--- config.mk ---
export PLATFORM = sky130hd
export DESIGN_NAME = readout_holdoff_ctrl
export DESIGN_NICKNAME = d
export VERILOG_FILES = /design/src/rtl/readout_holdoff_pkg.sv /design/src/rtl/readout_holdoff_timer.sv /design/src/rtl/readout_holdoff_ctrl.sv
export SDC_FILE = /design/constraint.sdc
export NUM_CORES = 1
export LEC_CHECK = 0
export CORE_MARGIN = 2
export CORE_UTILIZATION = 53
export CTS_CLUSTER_SIZE = 40
export DETAILED_ROUTE_END_ITERATION = 10
export MAX_ROUTING_LAYER = met4
export PLACE_DENSITY = 0.86
export SLEW_MARGIN = 0
export SYNTH_ARGS = -nofsm -noshare
export SYNTH_HDL_FRONTEND = slang
export SYNTH_SLANG_ARGS = --single-unit
--- constraint.sdc ---
create_clock -name clk_i -period 3.7 [get_ports clk_i]
set_input_delay 0.925 -clock clk_i [delete_from_list [all_inputs] [get_ports clk_i]]
set_output_delay 0.925 -clock clk_i [all_outputs]
set_load 0.03 [all_outputs]
--- src/rtl/readout_holdoff_pkg.sv ---
// rtl/readout_holdoff_pkg.sv - shared types and defaults for the readout holdoff controller
package readout_holdoff_pkg;

  typedef enum logic [1:0] {
    IDLE    = 2'd0,
    HOLDOFF = 2'd1,
    REQ     = 2'd2
  } holdoff_state_t;

  localparam int PENDING_BITS_DEF = 4;
  localparam int HOLDOFF_BITS_DEF = 24;
  localparam int STAT_BITS_DEF    = 16;

  localparam logic [23:0] RDHOLDOFF_DEFAULT = 24'd20475;

  // holdoff_timer modes: down-counter stopping at zero, or saturating up-counter
  localparam int TMR_DOWN   = 0;
  localparam int TMR_UP_SAT = 1;

endpackage

--- src/rtl/readout_holdoff_timer.sv ---
// rtl/readout_holdoff_timer.sv - load/step counter that stops at its terminal value
// MODE=TMR_DOWN counts down to zero; MODE=TMR_UP_SAT counts up and saturates at all-ones.
module holdoff_timer
  import readout_holdoff_pkg::*;
#(
  parameter int WIDTH = HOLDOFF_BITS_DEF,
  parameter int MODE  = TMR_DOWN
) (
  input  logic             clk_i,
  input  logic             rst_i,
  input  logic             clr_i,
  input  logic             load_i,
  input  logic [WIDTH-1:0] load_val_i,
  input  logic             en_i,
  output logic [WIDTH-1:0] count_o,
  output logic             term_o
);

  localparam logic [WIDTH-1:0] ONE = WIDTH'(1);

  logic [WIDTH-1:0] count_q, count_d;

  assign term_o  = (MODE == TMR_UP_SAT) ? (count_q == '1) : (count_q == '0);
  assign count_o = count_q;

  always_comb begin
    count_d = count_q;
    if (clr_i) begin
      count_d = '0;
    end else if (load_i) begin
      count_d = load_val_i;
    end else if (en_i && !term_o) begin
      count_d = (MODE == TMR_UP_SAT) ? count_q + ONE : count_q - ONE;
    end
  end

  always_ff @(posedge clk_i or posedge rst_i) begin
    if (rst_i) begin
      count_q <= '0;
    end else begin
      count_q <= count_d;
    end
  end

endmodule

--- src/rtl/readout_holdoff_ctrl.sv ---
// rtl/readout_holdoff_ctrl.sv - queues triggers and issues holdoff-spaced readout requests
// Optional statistics (drop count, pending high-water mark) under READOUT_HOLDOFF_STATS_EN.
module readout_holdoff_ctrl
  import readout_holdoff_pkg::*;
#(
  parameter int PENDING_BITS = PENDING_BITS_DEF,
  parameter int HOLDOFF_BITS = HOLDOFF_BITS_DEF,
  parameter int STAT_BITS    = STAT_BITS_DEF
) (
  input  logic                    clk_i,
  input  logic                    rst_i,
  input  logic [HOLDOFF_BITS-1:0] rdholdoff_i,
  input  logic                    trig_i,
  input  logic                    clr_i,
  output logic                    rd_req_o,
  input  logic                    rd_ack_i,
  output logic [PENDING_BITS-1:0] pending_o,
  output logic                    busy_o,
  output logic                    overflow_o,
  output logic [STAT_BITS-1:0]    drop_count_o,
  output logic [PENDING_BITS-1:0] pending_hwm_o
);

  localparam logic [PENDING_BITS-1:0] MAX_PENDING = '1;
  localparam logic [PENDING_BITS-1:0] PEND_ONE    = PENDING_BITS'(1);

  holdoff_state_t          state_q;
  logic                    rd_req_q;
  logic                    overflow_q;
  logic [PENDING_BITS-1:0] pending_q, pending_d;

  logic hs, full, accept, drop;
  logic timer_load, timer_zero;
  logic [HOLDOFF_BITS-1:0] timer_count_unused;

  assign hs     = rd_req_q && rd_ack_i;
  assign full   = (pending_q == MAX_PENDING);
  // A handshake in the same cycle frees a slot, so a trigger at full is still taken.
  assign accept = trig_i && (!full || hs);
  assign drop   = trig_i && full && !hs;

  always_comb begin
    pending_d = pending_q;
    if (accept && !hs) begin
      pending_d = pending_q + PEND_ONE;
    end else if (hs && !accept) begin
      pending_d = pending_q - PEND_ONE;
    end
  end

  assign timer_load = (state_q == IDLE) && (pending_q != '0);

  holdoff_timer #(
    .WIDTH (HOLDOFF_BITS),
    .MODE  (TMR_DOWN)
  ) u_holdoff_timer (
    .clk_i      (clk_i),
    .rst_i      (rst_i),
    .clr_i      (clr_i),
    .load_i     (timer_load),
    .load_val_i (rdholdoff_i),
    .en_i       (state_q == HOLDOFF),
    .count_o    (timer_count_unused),
    .term_o     (timer_zero)
  );

  always_ff @(posedge clk_i or posedge rst_i) begin
    if (rst_i) begin
      state_q    <= IDLE;
      rd_req_q   <= 1'b0;
      pending_q  <= '0;
      overflow_q <= 1'b0;
    end else if (clr_i) begin
      state_q    <= IDLE;
      rd_req_q   <= 1'b0;
      pending_q  <= '0;
      overflow_q <= 1'b0;
    end else begin
      pending_q <= pending_d;
      if (drop) begin
        overflow_q <= 1'b1;
      end
      case (state_q)
        IDLE: begin
          if (pending_q != '0) begin
            state_q <= HOLDOFF;
          end
        end
        HOLDOFF: begin
          if (timer_zero) begin
            state_q  <= REQ;
            rd_req_q <= 1'b1;
          end
        end
        REQ: begin
          if (rd_ack_i) begin
            state_q  <= IDLE;
            rd_req_q <= 1'b0;
          end
        end
        default: begin
          state_q  <= IDLE;
          rd_req_q <= 1'b0;
        end
      endcase
    end
  end

  assign rd_req_o   = rd_req_q;
  assign pending_o  = pending_q;
  assign busy_o     = (state_q != IDLE);
  assign overflow_o = overflow_q;

`ifdef READOUT_HOLDOFF_STATS_EN
  logic                    drop_sat;
  logic [PENDING_BITS-1:0] hwm_q;

  holdoff_timer #(
    .WIDTH (STAT_BITS),
    .MODE  (TMR_UP_SAT)
  ) u_drop_counter (
    .clk_i      (clk_i),
    .rst_i      (rst_i),
    .clr_i      (clr_i),
    .load_i     (1'b0),
    .load_val_i ('0),
    .en_i       (drop && !drop_sat),
    .count_o    (drop_count_o),
    .term_o     (drop_sat)
  );

  // Tracks the next pending value so the mark moves in step with pending_o.
  always_ff @(posedge clk_i or posedge rst_i) begin
    if (rst_i) begin
      hwm_q <= '0;
    end else if (clr_i) begin
      hwm_q <= '0;
    end else if (pending_d > hwm_q) begin
      hwm_q <= pending_d;
    end
  end

  assign pending_hwm_o = hwm_q;
`else
  assign drop_count_o  = '0;
  assign pending_hwm_o = '0;
`endif

endmodule
==> metrics.txt <==
drt drc=0; vias per cell=between 6 and 7; Tot GR Track Use=25.7%; placed inst area=around 2500 um^2; total die area=~4700 um^2; Synth Warn #=0; wirelength, routed=about 5400 um; setup ws final=1060 ps; Yosys top cell area share=36.5%; Die H=roughly 70 um; hpwl dp=3800 um; number of global-route vias before repair=1,791; first-pass GRT wire length=approximately 8600 um; die width=~68 um; ANT cells=0; Synth Cell Area=2190 um^2; cell taking the most area after synthesis=dfrtp_1; setup_tns=0 ps; post-cts sizing count=0; kind of critical path=primary input to flip-flop; Ports=56; #FFs+latches synth=32; Synth Flop Type=dfrtp_1; CP max FO=4; Crit path required time=3860 ps; Critical Path Source Type=primary input; Initial DRC Count=191; CTS max path bufs=2; Core Region=4000 um^2; IR drop worst, VDD=0.316 mV; Max-Cap Viols=0; Pwr Density=643 nW/um^2; CP Capture Type=flip-flop; Unique masters post-synth=49; cts bufs inserted=5; CTS H-tree lvls=2; Final Net Count=312; # port buffers=35; setup repair after global routing missed its margin=false; critical path arrival=roughly 2800 ps; fraction of layout cells with a size suffix above 1=between 10% and 20%; Power, Total=1680 uW; via count=2,015; most frequent cell after synthesis=dfrtp_1; final hold vios=0; Final Instance Area=2620 um^2; Final ANT Viol Nets=0; clock slew seen by the registers of the worst setup and hold paths=70 ps; Clock Latency Late Sink=290 ps; Syn-to-layout area delta=19.5%; Max Freq=379 MHz; Congestion Overflow GR=0; fin crit share=a little under three quarters; routed len/inst=16.3 um; hold_buf cts=0; initial antenna violation count=0; initial core utilization=between 50% and 60%; Post-CTS Setup Bufs=0; Placement Setup Slack=approximately 750 ps; drt pass-1 iters=4; most frequent cells after synthesis=dfrtp_1 (32), nor2_1 (22), buf_4 (20), a21oi_1 (13), nand2_1 (13); Sink Count=32; worst slew pin tran=1010 ps; EDFF count, synth=0; Routability Congestion=0.865; worst slew margin relative to its limit=roughly 33%; Synth Instances=241; final setup vio count=0; mean area per synthesized cell=about 9.1 um^2; Clock Skews=7.86 ps; asr flop ratio synth=100%; Slew Viols, Final=0; Final min period=~2600 ps; Core Rows=23; Hold/Removal Path Class=flip-flop to flip-flop; Pleak=0.00109 uW; CTS tree=done; status=finished, final reports clean; largest net degree at the start of global routing=20; post-synthesis sequential area ratio=36.5%; Synth area leaders=dfrtp_1 (37%), buf_4 (6.8%), nor2_1 (3.8%); root buf cell=clkbuf_8
-- final cells by class --
type / instances / area [um^2]
Timing Repair Buffer: 40 / 388
Multi-Input combinational cell: 191 / 1240
Clock inverter: 2 / 10.0
Tap cell: 50 / 62.6
Inverter: 8 / 30.0
Clock buffer: 6 / 82.6
Fill cell: 327 / 1380
Sequential cell: 32 / 801
-- worst max-delay path: stages --
cell and delay, ps:
clkdlybuf4s50_1 440, nand2_1 150, nand3_1 160, ha_1 300
a21o_1 170, a21oi_1 180, mux2i_1 250, xor2_1 160
nor2_1 50
-- per-layer routing --
layer	GRT usage, %	routed length (um)	vias to the layer above
met4	10.8	119	0
met5	-	0	-
met3	4.77	307	12
li1	-	-	945
met1	33.4	2370	972
met2	39.4	2580	86
-- stage by stage --
stage	utilization (%)	hold slack, ps	instances
4_1_cts	65.5	520	329
3_3_place_gp	63.2	484	321
6_report	65.5	510	329
2_1_floorplan	-	472	260
3_5_place_dp	63.2	504	321
5_1_grt	65.5	568	329
-- path summary, 6_finish.rpt --
path                            cells past startpoint  slack (ps)                     endpoint                   startpoint
worst max-delay path                                9        1060                 pending_o[3]                     rd_ack_i
worst min-delay path                                2         510                   overflow_o                   overflow_o
worst max register to register                      5        1260  u_holdoff_timer.count_o[20]  u_holdoff_timer.count_o[17]
worst min register to register                      2         510                   overflow_o                   overflow_o
max in group asynchronous                           3        1990   u_holdoff_timer.count_o[8]                        rst_i
min in group asynchronous                           2        1020                     rd_req_o                        rst_i
-- cells by family after synthesis --
logic type / count (synthesis) / synth area share, %
adder cells (fa/ha/maj): 5 / 3.20
other: 1 / 0.171
AO/OA/AOI/OAI: 64 / 20.5
AND/OR/NAND/NOR: 89 / 24.3
multiplexers: 3 / 1.37
flip-flops: 32 / 36.5
buffers and inverters: 37 / 9.93
XOR/XNOR: 10 / 4.00
-- power by group --
part	switching, uW	leakage (uW)	total (uW)	internal (uW)
clock	135	0.0000510	283	148
sequential	127	0.000428	560	433
combinational	525	0.000615	839	315
-- flip-flops by register name (all words and copies together), names as in the netlist --
register                 cells
u_holdoff_timer.count_o     24
rd_req_o                     1
overflow_o                   1
pending_o                    4
state_q                      2
-- placed cells by master, fill, tap and decap left out, drive strengths merged, types with 9 or more instances in the layout --
cell type / instances
clkdlybuf4s50: 35
dfrtp: 32
nor2: 22
conb: 20
nor4: 15
nand2: 13
a21oi: 13
o21ai: 13
nor3: 9
Note: power is estimated with default switching activity, not from simulation.
